## config.mk

```make
export PLATFORM = sky130hd
export DESIGN_NAME = pc_sequencer
export DESIGN_NICKNAME = d
export VERILOG_FILES = /design/src/rtl/pc_seq_pkg.sv /design/src/rtl/new_pc.sv /design/src/rtl/return_stack.sv /design/src/rtl/pc_sequencer.sv
export SDC_FILE = /design/constraint.sdc
export NUM_CORES = 1
export LEC_CHECK = 0
export CORE_MARGIN = 2
export CORE_UTILIZATION = 50
export CTS_BUF_LIST = sky130_fd_sc_hd__clkbuf_8 sky130_fd_sc_hd__clkbuf_16
export CTS_CLUSTER_DIAMETER = 100
export DETAILED_ROUTE_END_ITERATION = 12
export DONT_BUFFER_PORTS = 1
export HOLD_SLACK_MARGIN = 0.12
export MAX_ROUTING_LAYER = met4
export PLACE_DENSITY = 0.73
export SYNTH_ARGS = -nofsm -noshare
export SYNTH_HDL_FRONTEND = slang
export SYNTH_HIERARCHICAL = 1
export SYNTH_SLANG_ARGS = --single-unit
```

## constraint.sdc

```tcl
create_clock -name clk_i -period 3.19 [get_ports clk_i]
set_clock_uncertainty 0.2 [all_clocks]
set_input_delay 0.1595 -clock clk_i [delete_from_list [all_inputs] [get_ports clk_i]]
set_output_delay 0.1595 -clock clk_i [all_outputs]
set_load 0.1 [all_outputs]
```

## src/rtl/pc_seq_pkg.sv

```systemverilog
// pc_seq_pkg: shared widths, PC operation encodings and sequencer states
package pc_seq_pkg;
   localparam int PC_W      = 12;
   localparam int OFF_W     = 8;
   localparam int STK_DEPTH = 8;

   typedef enum logic [3:0] {
      OP_INC  = 4'b0000,
      OP_BZ   = 4'b0100,
      OP_BNZ  = 4'b0101,
      OP_BC   = 4'b0110,
      OP_BNC  = 4'b0111,
      OP_JMP  = 4'b1000,
      OP_CALL = 4'b1001,
      OP_RET  = 4'b1010,
      OP_RETI = 4'b1011,
      OP_INT  = 4'b1100
   } pcoper_e;

   typedef enum logic {
      RUN       = 1'b0,
      IRQ_ENTRY = 1'b1
   } seq_state_e;
endpackage

```

## src/rtl/new_pc.sv

```systemverilog
// new_pc: combinational next-address selection from the decoded PC operation
module new_pc #(
   parameter int PC_W  = pc_seq_pkg::PC_W,
   parameter int OFF_W = pc_seq_pkg::OFF_W
) (
   input  logic [PC_W-1:0]  pc_i,
   input  logic [3:0]       pcoper_i,
   input  logic             zero_i,
   input  logic             carry_i,
   input  logic [OFF_W-1:0] offset_i,
   input  logic [PC_W-1:0]  jump_i,
   input  logic [PC_W-1:0]  stk_i,
   input  logic [PC_W-1:0]  int_i,
   input  logic             int_sel_i,
   output logic [PC_W-1:0]  npc_o
);
   import pc_seq_pkg::*;

   logic [PC_W-1:0] w_inc;
   logic [PC_W-1:0] w_br;

   always_comb begin
      w_inc = pc_i + PC_W'(1);
      w_br  = pc_i + {{(PC_W-OFF_W){offset_i[OFF_W-1]}}, offset_i};
      npc_o = w_inc;
      case (pcoper_i)
         OP_BZ:           npc_o = zero_i   ? w_br : w_inc;
         OP_BNZ:          npc_o = !zero_i  ? w_br : w_inc;
         OP_BC:           npc_o = carry_i  ? w_br : w_inc;
         OP_BNC:          npc_o = !carry_i ? w_br : w_inc;
         OP_JMP, OP_CALL: npc_o = jump_i;
         OP_RET, OP_RETI: npc_o = stk_i;
         default:         npc_o = w_inc;
      endcase
      if (int_sel_i) npc_o = int_i;
   end
endmodule

```

## src/rtl/return_stack.sv

```systemverilog
// return_stack: DEPTH x W LIFO with a 0..DEPTH pointer; full pushes and empty pops are ignored
module return_stack #(
   parameter int W     = pc_seq_pkg::PC_W,
   parameter int DEPTH = pc_seq_pkg::STK_DEPTH
) (
   input  logic         clk_i,
   input  logic         rst_i,
   input  logic         push_i,
   input  logic         pop_i,
   input  logic [W-1:0] wdata_i,
   output logic [W-1:0] top_o,
   output logic         full_o,
   output logic         empty_o
);
   localparam int AW = $clog2(DEPTH);

   logic [W-1:0]  r_mem [DEPTH];
   logic [AW:0]   r_ptr;
   logic [AW-1:0] w_top_idx;

   assign full_o    = r_ptr == (AW+1)'(DEPTH);
   assign empty_o   = r_ptr == '0;
   assign w_top_idx = r_ptr[AW-1:0] - AW'(1);
   assign top_o     = r_mem[w_top_idx];

   always_ff @(posedge clk_i) begin
      if (rst_i) r_ptr <= '0;
      else if (push_i && !full_o) r_ptr <= r_ptr + (AW+1)'(1);
      else if (pop_i && !empty_o) r_ptr <= r_ptr - (AW+1)'(1);
   end

   // Contents need no reset: the pointer alone defines what is valid
   always_ff @(posedge clk_i) begin
      if (push_i && !full_o) r_mem[r_ptr[AW-1:0]] <= wdata_i;
   end
endmodule

```

## src/rtl/pc_sequencer.sv

```systemverilog
// pc_sequencer: PC register, interrupt-entry FSM, return-stack control and sticky stack flags
module pc_sequencer #(
   parameter int PC_W      = pc_seq_pkg::PC_W,
   parameter int OFF_W     = pc_seq_pkg::OFF_W,
   parameter int STK_DEPTH = pc_seq_pkg::STK_DEPTH
) (
   input  logic             clk_i,
   input  logic             rst_i,
   input  logic [3:0]       pcoper_i,
   input  logic             zero_i,
   input  logic             carry_i,
   input  logic [OFF_W-1:0] offset_i,
   input  logic [PC_W-1:0]  jump_i,
   input  logic             stall_i,
   input  logic             irq_i,
   input  logic [PC_W-1:0]  irq_vec_i,
   input  logic             int_en_i,
   output logic [PC_W-1:0]  pc_o,
   output logic             irq_ack_o,
   output logic             in_isr_o,
   output logic             stk_ovf_o,
   output logic             stk_unf_o
);
   import pc_seq_pkg::*;

   seq_state_e      r_state;
   seq_state_e      w_state_nxt;
   logic [PC_W-1:0] r_pc;
   logic [PC_W-1:0] w_npc;
   logic [PC_W-1:0] w_top;
   logic [PC_W-1:0] w_stk;
   logic [PC_W-1:0] w_wdata;
   logic            r_in_isr;
   logic            r_ovf;
   logic            r_unf;
   logic            w_full;
   logic            w_empty;
   logic            w_entry;
   logic            w_irq_go;
   logic            w_exec;
   logic            w_push;
   logic            w_pop;
   logic            w_reti;

   always_ff @(posedge clk_i) begin
      if (rst_i) r_state <= RUN;
      else r_state <= w_state_nxt;
   end

   // Interrupt acceptance costs one bubble; the pending instruction's PC is what gets pushed
   always_comb begin
      w_entry     = r_state == IRQ_ENTRY;
      w_irq_go    = r_state == RUN && !stall_i && irq_i && int_en_i && !r_in_isr;
      w_exec      = r_state == RUN && !stall_i && !w_irq_go;
      w_state_nxt = w_irq_go ? IRQ_ENTRY : RUN;
      w_push      = w_entry || (w_exec && pcoper_i == OP_CALL);
      w_pop       = w_exec && (pcoper_i == OP_RET || pcoper_i == OP_RETI);
      w_reti      = w_exec && pcoper_i == OP_RETI;
      w_wdata     = w_entry ? r_pc : r_pc + PC_W'(1);
      w_stk       = w_empty ? '0 : w_top;
   end

   return_stack #(.W(PC_W), .DEPTH(STK_DEPTH)) u_stack (
      .clk_i   (clk_i),
      .rst_i   (rst_i),
      .push_i  (w_push),
      .pop_i   (w_pop),
      .wdata_i (w_wdata),
      .top_o   (w_top),
      .full_o  (w_full),
      .empty_o (w_empty)
   );

   new_pc #(.PC_W(PC_W), .OFF_W(OFF_W)) u_new_pc (
      .pc_i      (r_pc),
      .pcoper_i  (pcoper_i),
      .zero_i    (zero_i),
      .carry_i   (carry_i),
      .offset_i  (offset_i),
      .jump_i    (jump_i),
      .stk_i     (w_stk),
      .int_i     (irq_vec_i),
      .int_sel_i (w_entry),
      .npc_o     (w_npc)
   );

   always_ff @(posedge clk_i) begin
      if (rst_i) begin
         r_pc     <= '0;
         r_in_isr <= 1'b0;
         r_ovf    <= 1'b0;
         r_unf    <= 1'b0;
      end else begin
         if (w_entry || w_exec) r_pc <= w_npc;
         r_in_isr <= w_entry ? 1'b1 : w_reti ? 1'b0 : r_in_isr;
         r_ovf    <= r_ovf | (w_push & w_full);
         r_unf    <= r_unf | (w_pop & w_empty);
      end
   end

   assign pc_o      = r_pc;
   assign irq_ack_o = w_entry;
   assign in_isr_o  = r_in_isr;
   assign stk_ovf_o = r_ovf;
   assign stk_unf_o = r_unf;
endmodule

```

**Word-level counts from Yosys, hierarchy flattened**

Memory sizes are Yosys's and may differ from the RTL's.
Cells that the tools add are included.

- Bits in registers: 20
- Bits in writable memories: 96
- Input port bits: 43
- Output and inout port bits: 16
- Memories kept: 1

Memory list:

| memory | words | bits a word | rd ports | clocked after memory_dff | write ports | RTL line | source |
|---|---|---|---|---|---|---|---|
| u_stack.r_mem | 8 | 12 | 1 | 0 | 1 | return_stack.sv:17 | `logic [W-1:0] r_mem [DEPTH];` |

- Add/subtract/negate cells: 5
- Equal/unequal tests: 9
- Mux-type cells: 15
- Bitwise gates (word level): 5
- Reduce and logical (&&, ||, !) cells: 23

Operators with widths:

| kind | count |
|---|---|
| 12-bit two-way mux | 7 |
| 12-bit case mux with 6 select lines | 1 |
| 4-bit == test (second input constant) | 5 |
| 4-bit by 3-bit == test with 1-bit output (second input constant) | 4 |
| 12-bit by 1-bit adder with 12-bit output (second input constant) | 1 |
| 12-bit adder | 1 |
| 1-bit logical AND | 10 |
| 4-bit two-way mux | 2 |
| 1-bit zero test | 5 |
| 1-bit two-way mux | 5 |
| 4-bit by 1-bit adder with 4-bit output (second input constant) | 1 |
| 4-bit zero test | 1 |
| 2-bit nonzero test | 2 |
| 2-bit OR reduction | 2 |
| 4-bit by 1-bit subtractor with 4-bit output (second input constant) | 1 |
| 1-bit logical OR | 3 |
| 3-bit by 1-bit subtractor with 3-bit output (second input constant) | 1 |
| 1-bit AND | 2 |
| 1-bit bitwise OR | 2 |
| 1-bit NOT | 1 |

**Depth between registers and ports, before layout**

- Word-level depth: 12
- Gate-level depth with buffers: 15
- Mapped depth without buffers: 12

**By module**

Netlist, hierarchy kept.

Modules (own cells, without submodules):

| module | instances | cells an instance | area an instance (µm²) |
|---|---|---|---|
| return_stack | 1 | 187 | 3971.3 |
| new_pc | 1 | 182 | 1327.5 |
| pc_sequencer | 1 | 122 | 1069.8 |

**Least setup slack after synthesis**

OpenSTA, ideal clock, no wires.

- Path type: register to register
- From: register r_state (netlist: irq_ack_o)
- To: register u_stack.r_ptr[3]
- Arrival time: 3228 ps
- Data required time: 2887 ps
- Slack: -341 ps
- Cell stages (with the launch flop): 11
- Buffers on the path: 1
- Path through: dfxtp_1 > nand4bb_1 > buf_2 > nand2_1 > nor2_1 > nand2b_1 > ha_1 > a21o_1 > a2111oi_2 > a211oi_1 > a2111oi_2

- Longest elaborated chain between the ends: 11

Ends and longest elaborated chain:

| what | RTL line | source |
|---|---|---|
| from (decl) | pc_sequencer.sv:26 | `seq_state_e r_state;` |
| from (signal assigned) | pc_sequencer.sv:47 | `else r_state <= w_state_nxt;` |
| 1-bit NOT | pc_sequencer.sv:53, pc_sequencer.sv:54 |  |
| 1-bit logical AND | pc_sequencer.sv:53, pc_sequencer.sv:54 |  |
| 1-bit logical AND (3 in series) | pc_sequencer.sv:53 | `w_irq_go = r_state == RUN && !stall_i && irq_i && int_en_i && !r_in_isr;` |
| 1-bit zero test | pc_sequencer.sv:54 | `w_exec = r_state == RUN && !stall_i && !w_irq_go;` |
| 1-bit logical AND | pc_sequencer.sv:54 |  |
| 1-bit logical AND | pc_sequencer.sv:56 | `w_push = w_entry \|\| (w_exec && pcoper_i == OP_CALL);` |
| 1-bit logical OR * | pc_sequencer.sv:56 |  |
| via w_push | pc_sequencer.sv:41 | `logic w_push;` |
| 1-bit logical AND * | return_stack.sv:28 | `else if (push_i && !full_o) r_ptr <= r_ptr + (AW+1)'(1);` |
| 4-bit two-way mux or 2-bit nonzero test (tied branches) | n/a |  |
| to (signal assigned) | return_stack.sv:28 |  |
| to (signal assigned) | return_stack.sv:29 | `else if (pop_i && !empty_o) r_ptr <= r_ptr - (AW+1)'(1);` |
| to (decl) | return_stack.sv:18 | `logic [AW:0] r_ptr;` |

Mark *: on every way through the listed nets, which the timed path passes. The rest lies on a longest branch.
A chain may end at the register's enable or synchronous reset.

**Worst setup path after layout**

- From: register u_stack.r_ptr[0]
- To: register r_pc[6] (netlist: pc_o[6])

- Longest elaborated chain between the ends: 5

Ends and longest elaborated chain:

| what | RTL line | source |
|---|---|---|
| 3-bit by 1-bit subtractor with 3-bit output | return_stack.sv:23 | `assign w_top_idx = r_ptr[AW-1:0] - AW'(1);` |
| via u_stack.w_top_idx[0] | return_stack.sv:19 | `logic [AW-1:0] w_top_idx;` |
| memory read 8 x 12 bit | n/a |  |
| via w_top[6] | pc_sequencer.sv:30 | `logic [PC_W-1:0] w_top;` |
| 12-bit two-way mux | pc_sequencer.sv:60 | `w_stk = w_empty ? '0 : w_top;` |
| via w_stk[6] | pc_sequencer.sv:31 | `logic [PC_W-1:0] w_stk;` |
| 12-bit case mux with 6 select lines | new_pc.sv:26 | `case (pcoper_i)` |
| 12-bit two-way mux | new_pc.sv:35 | `if (int_sel_i) npc_o = int_i;` |
| via w_npc[6] | pc_sequencer.sv:29 | `logic [PC_W-1:0] w_npc;` |
| to (signal assigned) | pc_sequencer.sv:94 | `if (w_entry \|\| w_exec) r_pc <= w_npc;` |
| to (decl) | pc_sequencer.sv:28 | `logic [PC_W-1:0] r_pc;` |

The timed path passes the listed nets, and every way through them passes these cells.

==> impl_metrics.py <==
metrics = {
    "floorplan": {
        "row_count": 41,
        "die_h_um": 117,
        "start_util": 0.509,
        "core_area_um2": 12500,
        "io-pin-count": 59,
        "dieArea_um2": 13700,
        "die_x_um": 117,
    },
    "cts": {
        "clk_pin_slew_ns": 0.06,
        "cts_tree": "yes",
        "post-cts-setup-buffers": 0,
        "clock_sinks": 116,
        "clkLatencyLatePin_ns": 0.41,
        "cts-buffers-inserted": 17,
        "clk_path_buf_depth": 2,
        "htree_num_levels": 4,
        "root_buffer": "clkbuf_16",
    },
    "place": {
        "place_congestion": 0.948,
        "dp_hpwl_um": 10600,
        "io_buffers": 0,
    },
    "global_route": {
        "grt_max_degree": 33,
        "antenna_found_initial": 0,
        "grt_pass1_vias": 4331,
        "grt_pass1_wl_um": 23500,
        "grt_use_total": 0.246,
        "grt-ovfl-total": 0,
    },
    "synth": {
        "ys.flop_type": "edfxtp_1",
        "synth_most_common_cell": "edfxtp_1",
        "synth_area_leaders": "edfxtp_1 (45%), mux4_2 (8.5%), dfxtp_1 (6.3%)",
        "yosys.area.top_type_share": 0.453,
        "yosysSeqAreaShare": 0.516,
        "synthesis.area_um2": 6370,
        "synthArstFlopShare": 0,
        "ys.warnings.count": 6,
        "synth_edf_count": 96,
        "synth_common_cells": "edfxtp_1 (96), a21oi_1 (31), nor2_1 (26)",
        "avgSynthCellArea_um2": 13.0,
        "synth-seq-cells": 116,
        "yosysTopAreaCell": "edfxtp_1",
        "synthesis.nets": 552,
        "ys_types": 68,
        "synth_cells": 491,
    },
    "cells_and_area": {
        "area_growth_pct": 20.4,
        "final_nets": 619,
        "multi_input_area_um2": 2920,
        "fillers": 957,
        "drive_gt1_frac": 0.249,
        "register_area_um2": 3290,
        "antenna-diode-count": 0,
    },
    "worst_setup_path": {
        "startpoint_type": "flop",
        "r2r_setup_slack_ns": 0.09,
        "worst-path-buf-inv": 2,
        "crit_slowest_cell": "ha_1",
        "slowest_delay_ns": 0.41,
        "cp-end-kind": "flop",
        "crit_family": "multiplexers",
        "crit_path_cell_trace": "inv_1 > ha_1 > buf_4 > mux4_2 > mux2_2 > nor2b_1 > mux2_2 > a221oi_1 > a21oi_1 > nand3_1 > a21oi_1",
        "critPathRequiredTime_ns": 3.25,
        "crit_fanout": 8,
        "critPathKind": "reg2reg",
        "cp.arrival_ns": 3.15,
    },
    "power_and_ir_drop": {
        "pwr-share-comb": 0.118,
        "powerDensity_nw_per_um2": 517,
        "leakage_nw": 2.70,
        "pwr-share-seq": 0.425,
        "switching_share": 0.262,
        "p_int_mw": 2.93,
        "p_switching_mw": 1.04,
        "clockPowerShare": 0.457,
        "ir_drop_uv": 375,
    },
    "sta": {
        "worst_pin_slew_ns": 0.966,
        "maxSlewViolCount": 0,
        "fin_hold_ws_ns": 0.149,
        "relSlewSlack": 0.355,
        "hold_viol_final": 0,
        "post-route-min-period_ns": 3.10,
        "finalSetupTns_ns": 0,
        "setup_viol": 0,
        "grt_setup_unrepaired": "no",
        "fin_crit_sh": 0.971,
        "fmax_mhz": 323,
    },
    "min_path": {
        "hold_path_class": "in2reg",
    },
    "flow_run": {
        "max_cap_viol_count": 0,
    },
    "detailed_routing": {
        "drcViolationCount": 0,
        "detail-route-antenna-nets": 0,
        "drt_iter0_drc": 585,
        "routed_wl_um": 15800,
        "wl_per_cell_um": 21.3,
        "viasPerCell": 6.09,
        "dr_total_vias": 4527,
        "drt_pass1_iterations": 5,
    },
    "status": {
        "outcome": "finished clean",
    },
}
per-stage QoR:
stage	cell area (um2)	worst slack [ns]	power [mW]	utilization	std cells
3_5_place_dp	6810	0.151	2.13	0.544	682
3_3_place_gp	6810	0.241	2.12	0.544	682
6_report	7670	0.0930	3.97	0.613	743
2_1_floorplan	6370	0.0260	2.04	-	491
4_1_cts	7670	0.0899	3.97	0.613	743
5_1_grt	7670	0.000752	4.08	0.613	743
final cells by class:
class / instances / area share
Inverter: 12 / 0.00587
Sequential cell: 116 / 0.429
Tap cell: 172 / 0.0281
Multi-Input combinational cell: 340 / 0.381
Clock buffer: 17 / 0.0555
Clock inverter: 15 / 0.0189
Timing Repair Buffer: 71 / 0.0822
path summary, 6_finish.rpt:
kind | startpoint | endpoint | cells after the start
worst max register to register | u_stack/r_ptr[0] | pc_o[6] | 11
worst min register to register | stk_ovf_o | stk_ovf_o | 2
worst max-delay path | u_stack/r_ptr[0] | pc_o[6] | 11
worst min-delay path | offset_i[5] | pc_o[5] | 5
power by group through the flow:
stage                     logic, mW  registers [mW]  clock network (mW)
after global placement        0.408            1.72                   0
after CTS                     0.457            1.69                1.83
after floorplan               0.242            1.80                   0
after global routing          0.495            1.69                1.90
final                         0.468            1.69                1.81
after detailed placement      0.417            1.72                   0
cell usage in the layout (no fill, tap or decap), drive strengths merged, types with 13 or more instances in the layout:
master,n
a21oi,32
buf,42
clkbuf,17
dfxtp,20
dlygate4sd3,29
edfxtp,96
ha,16
inv,20
mux2,21
mux4,24
nand2,21
nand3,23
nor2,27
nor2b,20
nor3,14
xnor2,17
xor2,13
metal layers:
metal | vias to the layer above | global-route usage | wire [um]
met5 | - | - | 0
met4 | 0 | 0.105 | 461
met3 | 42 | 0.0721 | 1430
met2 | 221 | 0.358 | 7370
met1 | 2209 | 0.323 | 6540
li1 | 2055 | - | -
sequential cells by signal, summed over array words and instances, names as in the netlist:
name	cells
in_isr_o	1
irq_ack_o	1
pc_o	12
stk_ovf_o	1
stk_unf_o	1
u_stack/r_mem	96
u_stack/r_ptr	4
worst reg2reg max path, stage by stage (launching register included):
cell and delay (ns):
dfxtp_2 0.35, inv_1 0.07, ha_1 0.41, buf_4 0.24, mux4_2 0.32, mux2_2 0.29
nor2b_1 0.13, mux2_2 0.26, a221oi_1 0.41, a21oi_1 0.12, nand3_1 0.09, a21oi_1 0.06
kinds of logic after synthesis:
group | share of synthesized area
AOI/OAI and AO/OA | 0.111
xor gates and xnor gates | 0.0413
adders and majority gates | 0.0377
buffers and inverters | 0.0273
DFF | 0.516
muxes | 0.140
and+or+nand+nor | 0.128
timing repair:
item,4_1_cts,5_1_grt
resized for setup,0,0
hold endpoints to repair,20,0
setup endpoints to repair,0,0
hold buffers,29,0
Note: power is estimated with default switching activity, not from simulation.
